<file path="config.mk">
export PLATFORM = sky130hd
export DESIGN_NAME = sseg_scan_ctrl
export DESIGN_NICKNAME = d
export VERILOG_FILES = /design/src/rtl/sseg_scan_ctrl.sv
export SDC_FILE = /design/constraint.sdc
export NUM_CORES = 1
export LEC_CHECK = 0
export BUFFER_PORTS_ARGS = -buffer_cell sky130_fd_sc_hd__buf_4
export CAP_MARGIN = 20
export CORE_AREA = 3 3 91 67
export CTS_BUF_LIST = sky130_fd_sc_hd__clkbuf_8
export DETAILED_ROUTE_END_ITERATION = 10
export DIE_AREA = 0 0 94 70
export GPL_ROUTABILITY_DRIVEN = 0
export PLACE_DENSITY = 0.88
export REMOVE_ABC_BUFFERS = 1
export SYNTH_ARGS = -nofsm -noshare
export SYNTH_HDL_FRONTEND = slang
export SYNTH_HIERARCHICAL = 1
export SYNTH_SLANG_ARGS = --single-unit
</file>
<file path="constraint.sdc">
create_clock -name clk -period 7.7 [get_ports clk]
set_clock_uncertainty 0.2 [all_clocks]
set_input_delay 2.31 -clock clk [delete_from_list [all_inputs] [get_ports clk]]
set_output_delay 2.31 -clock clk [all_outputs]
set_load 0.01 [all_outputs]
</file>
<file path="src/rtl/sseg_scan_ctrl.sv">
// Four-digit multiplexed seven-segment scan controller with a double-buffered display value.
// Define SSEG_LZ_BLANK_EN to enable leading-zero blanking.

module hex_to_sseg (
  input  logic [3:0] hex,
  output logic [6:0] seg
);
  always_comb begin
    seg = '0;
    case (hex)
      4'h0: seg = 7'h3F;
      4'h1: seg = 7'h06;
      4'h2: seg = 7'h5B;
      4'h3: seg = 7'h4F;
      4'h4: seg = 7'h66;
      4'h5: seg = 7'h6D;
      4'h6: seg = 7'h7D;
      4'h7: seg = 7'h07;
      4'h8: seg = 7'h7F;
      4'h9: seg = 7'h6F;
      4'hA: seg = 7'h77;
      4'hB: seg = 7'h7C;
      4'hC: seg = 7'h39;
      4'hD: seg = 7'h5E;
      4'hE: seg = 7'h79;
      4'hF: seg = 7'h71;
      default: seg = '0;
    endcase
  end
endmodule

module sseg_scan_ctrl #(
  parameter int unsigned DIV_WIDTH = 16
) (
  input  logic        clk,
  input  logic        reset,
  input  logic [15:0] hex_in,
  input  logic [3:0]  dp_in,
  input  logic        load,
  output logic [3:0]  an,
  output logic [7:0]  sseg,
  output logic        frame_tick,
  output logic        pending
);
  typedef struct packed {
    logic [3:0]  dp;
    logic [15:0] hex;
  } frame_t;

  logic [DIV_WIDTH-1:0] pre;
  logic [1:0]           idx, idx_next;
  frame_t               shadow, shadow_next, disp, disp_next;
  logic                 pending_next;
  logic                 digit_end, frame_end;
  logic [3:0]           nib;
  logic                 dp_bit;
  logic [6:0]           seg_dec;
  logic [7:0]           sseg_next;

  always_comb begin
    digit_end    = (pre == '1);
    frame_end    = digit_end && (idx == 2'd3);
    idx_next     = digit_end ? idx + 2'd1 : idx;
    shadow_next  = shadow;
    disp_next    = disp;
    pending_next = pending;
    if (load) begin
      shadow_next = frame_t'({dp_in, hex_in});
      if (frame_end) begin
        // Load on the boundary bypasses the shadow so it is visible next frame.
        disp_next    = frame_t'({dp_in, hex_in});
        pending_next = 1'b0;
      end else begin
        pending_next = 1'b1;
      end
    end else if (frame_end && pending) begin
      disp_next    = shadow;
      pending_next = 1'b0;
    end
  end

  always_comb begin
    nib    = disp_next.hex[idx_next*4 +: 4];
    dp_bit = disp_next.dp[idx_next];
  end

  hex_to_sseg u_dec (
    .hex (nib),
    .seg (seg_dec)
  );

`ifdef SSEG_LZ_BLANK_EN
  logic blank3, blank2, blank1;
  logic [3:0] blank;

  // A digit blanks only if it is a bare zero and every digit above it is blanked.
  always_comb begin
    blank3 = (disp_next.hex[15:12] == 4'h0) && !disp_next.dp[3];
    blank2 = blank3 && (disp_next.hex[11:8] == 4'h0) && !disp_next.dp[2];
    blank1 = blank2 && (disp_next.hex[7:4] == 4'h0) && !disp_next.dp[1];
    blank  = {blank3, blank2, blank1, 1'b0};
    sseg_next = blank[idx_next] ? 8'h00 : {dp_bit, seg_dec};
  end
`else
  always_comb begin
    sseg_next = {dp_bit, seg_dec};
  end
`endif

  always_ff @(posedge clk or posedge reset) begin
    if (reset) begin
      pre        <= '0;
      idx        <= '0;
      shadow     <= '0;
      disp       <= '0;
      pending    <= 1'b0;
      an         <= '0;
      sseg       <= '0;
      frame_tick <= 1'b0;
    end else begin
      pre        <= pre + DIV_WIDTH'(1);
      idx        <= idx_next;
      shadow     <= shadow_next;
      disp       <= disp_next;
      pending    <= pending_next;
      an         <= 4'b0001 << idx_next;
      sseg       <= sseg_next;
      frame_tick <= frame_end;
    end
  end
endmodule
</file>
==> flow_metrics.py <==
metrics = {
    "outcome": {
        "status": "complete, no violations",
    },
    "synthesis": {
        "yosysSeqAreaShare_pct": 53.0,
        "netlist_area_um2": 3400,
        "ys_types": 35,
        "synth_edf_count": 0,
        "syn_area_per_cell_um2": 10.8,
        "async_flop_share_pct": 100,
        "yosys_warnings": 6,
        "netlist_instances": 316,
        "synth_flop_cell": "dfrtp_1",
        "synth_seq_cells": 72,
    },
    "grt": {
        "antenna_found_initial": 0,
        "grt_max_degree": 73,
        "grt_pass1_vias": 2450,
        "grt_pass1_wl_um": 12400,
        "grt.total_usage_pct": 24.8,
        "grt_overflow": 0,
    },
    "drt": {
        "ant_nets": 0,
        "drt_iter0_drc": 272,
        "drtPass1Iterations": 5,
        "wl_per_cell_um": 17.4,
        "finalWirelength_um": 7400,
        "viasPerCell": 5.90,
        "drc": 0,
        "via_count": 2515,
    },
    "min_path": {
        "holdPathStages": 1,
        "worstHoldStart": "pre[0]$_DFF_PP0_",
        "worstHoldPathType": "flop to flop",
        "holdPathEnd": "pre[0]$_DFF_PP0_",
    },
    "final_layout": {
        "nets": 381,
        "layout-drive-gt1-share_pct": 22.0,
        "insertedDiodeCount": 0,
        "syn2layout_area_growth_pct": 16.1,
        "finalInstanceArea_um2": 3950,
    },
    "timing": {
        "slew_headroom_pct": 42.9,
        "setup_viol": 0,
        "finalHoldViolations": 0,
        "drv_slew": 0,
        "period_share_pct": 64.1,
        "tightest_slew_ps": 857,
        "setup-tns-final_ps": 0,
        "min_period_ps": 4940,
        "max_freq_ghz": 0.203,
        "grt_setup_unrepaired": "no",
    },
    "die": {
        "rows": 22,
        "dieArea_um2": 6580,
        "die_w_um": 94,
        "start_util_pct": 65.0,
        "die_y_um": 70,
        "io_pins": 37,
        "coreArea_um2": 5230,
    },
    "setup_path": {
        "cp-end-kind": "flop",
        "crit_fanout": 42,
        "slowest_stage": "mux4_1",
        "crit_path_cell_trace": "buf_4, nor2b_1, buf_4, a32oi_1, o211ai_1, mux2i_1, mux2i_1, inv_1, ha_1, mux4_1",
        "worst_path_largest_cell_delay_ps": 510,
        "regToRegSetupSlack_ps": 3430,
        "reg2reg_to": "sseg[3]$_DFF_PP0_",
        "crit_type": "input pin to flop",
        "r2r-start": "pre[0]$_DFF_PP0_",
        "cp_top_family": "multiplexers",
        "required_ps": 7720,
        "cp-start-kind": "input pin",
        "ff2ff_path_depth": 11,
        "critPathBufInv": 3,
        "cp_data_arrival_time_ps": 4950,
    },
    "clock_network": {
        "clkSlewWorstSetupHoldPaths_ps": 70,
        "cts_max_path_buffers": 2,
        "cts_buffers": 9,
        "cts.sinks": 72,
        "post-cts-setup-buffer-count": 0,
        "cts_root_buf": "clkbuf_8",
        "insertion_delay_ps": 350,
        "cts_tree": "built",
        "htree_levels": 3,
        "cts_hold_buf": 0,
        "post_cts_resize_count": 0,
    },
    "flow_run": {
        "drv_cap": 0,
    },
    "pwr": {
        "vdd_ir_drop_max_mv": 0.132,
        "p_leak_nw": 1.90,
        "power_density_nw_per_um2": 208,
    },
    "place": {
        "place_area_um2": 3680,
        "port_buffers": 36,
        "post-dp-hpwl_um": 4550,
    },
}
-- cell families (layout without fill, tap and decap cells) --
family,Yosys count,count (layout),share of synthesized area [%]
AO/OA/AOI/OAI,60,60,14.3
flip-flops,72,72,53.0
adder cells (fa/ha/maj),9,9,3.31
buffers and inverters,46,84,6.40
AND/OR/NAND/NOR,98,98,13.7
multiplexers,16,16,5.41
XOR/XNOR,15,15,3.86
-- Yosys cell counts, drive strengths merged, types with 3 or more instances --
cell type / count / area, um2
xor2: 5 / 43.8
buf: 10 / 81.3
a21oi: 3 / 15.0
inv: 26 / 97.6
nand2: 42 / 158
clkbuf: 8 / 30.0
a32oi: 20 / 175
ha: 9 / 113
dfrtp: 72 / 1800
mux2: 6 / 67.6
mux2i: 9 / 90.1
nor2: 12 / 45.0
nand3: 24 / 125
o211ai: 17 / 183
o21ai: 17 / 85.1
nand4: 10 / 68.8
xnor2: 10 / 87.6
-- worst reg2reg max path, cell delays in order (launching register included) --
cell and delay (ps):
dfrtp_1 390, ha_1 250, nand4_1 150, or4_4 780
clkinv_2 400, a32oi_1 160, o211ai_1 190, mux2i_1 160
mux2i_1 390, inv_1 210, ha_1 360, mux4_1 510
-- layer usage --
layer  vias to the layer above  share of wire, %  global-route usage (%)
met1                      1196                44                    34.7
met3                        34               8.7                    9.47
met2                       105                43                    34.0
met5                         -                 0                       0
met4                         0               4.2                    11.5
li1                       1180                 -                       -
-- cell usage in the layout (no fill, tap or decap), types with 2 or more instances in the layout --
master,Yosys,routed
dfrtp_1,72,72
nand2_1,42,42
a21oi_1,3,3
xnor2_1,10,10
nand4_1,9,9
o211ai_1,6,6
nor2_1,12,12
nor2b_1,2,2
xor2_1,5,5
bufinv_16,0,4
buf_4,0,40
mux2_2,6,6
inv_1,26,26
o211ai_2,11,11
a32oi_1,20,20
ha_1,9,9
o21ai_0,17,17
nand3_1,23,23
mux2i_1,9,9
nor3_1,2,2
clkbuf_8,0,10
-- cell type report --
type | instances | area, um2
repair buffers | 40 | 300
well taps | 72 | 90.1
clock buffers | 10 | 138
inverters | 28 | 106
multi-input cells | 198 | 1380
flip-flops and latches | 72 | 1800
fillers | 343 | 1280
clock inverters | 6 | 131
-- registers in the layout (all words and copies together), names as in the netlist --
register and flops:
shadow 20, idx 2, disp 20, frame_tick 1, sseg 8, pre 16, pending 1, an 4
-- through the flow --
step                setup slack [ps]  hold WS (ps)  cells  utilization [%]  total power, mW
finish                          2760           280    426             75.5            0.821
global route                    2580           323    426             75.5            0.849
CTS                             2850           282    426             75.5            0.827
detailed placement              2660           271    410             70.4            0.434
global placement                2800           262    410             70.4            0.433
floorplan                       2710           243    298                -            0.415
-- worst max-delay path by stage --
stage	slack (ps)	startpoint	endpoint	cells after the start
finish	2760	load	sseg[3]$_DFF_PP0_	10
global route	2580	load	sseg[3]$_DFF_PP0_	10
CTS	2850	load	sseg[3]$_DFF_PP0_	10
detailed placement	2660	load	sseg[3]$_DFF_PP0_	10
global placement	2800	load	sseg[3]$_DFF_PP0_	10
floorplan	2710	load	sseg[3]$_DFF_PP0_	8
-- power breakdown --
part / switching [mW] / total [mW] / leakage, nW / internal, mW
clock network: 0.138 / 0.394 / 0.134 / 0.256
registers: 0.00609 / 0.394 / 0.813 / 0.388
logic: 0.0210 / 0.0339 / 0.955 / 0.0129
Note: power is estimated with default switching activity, not from simulation.
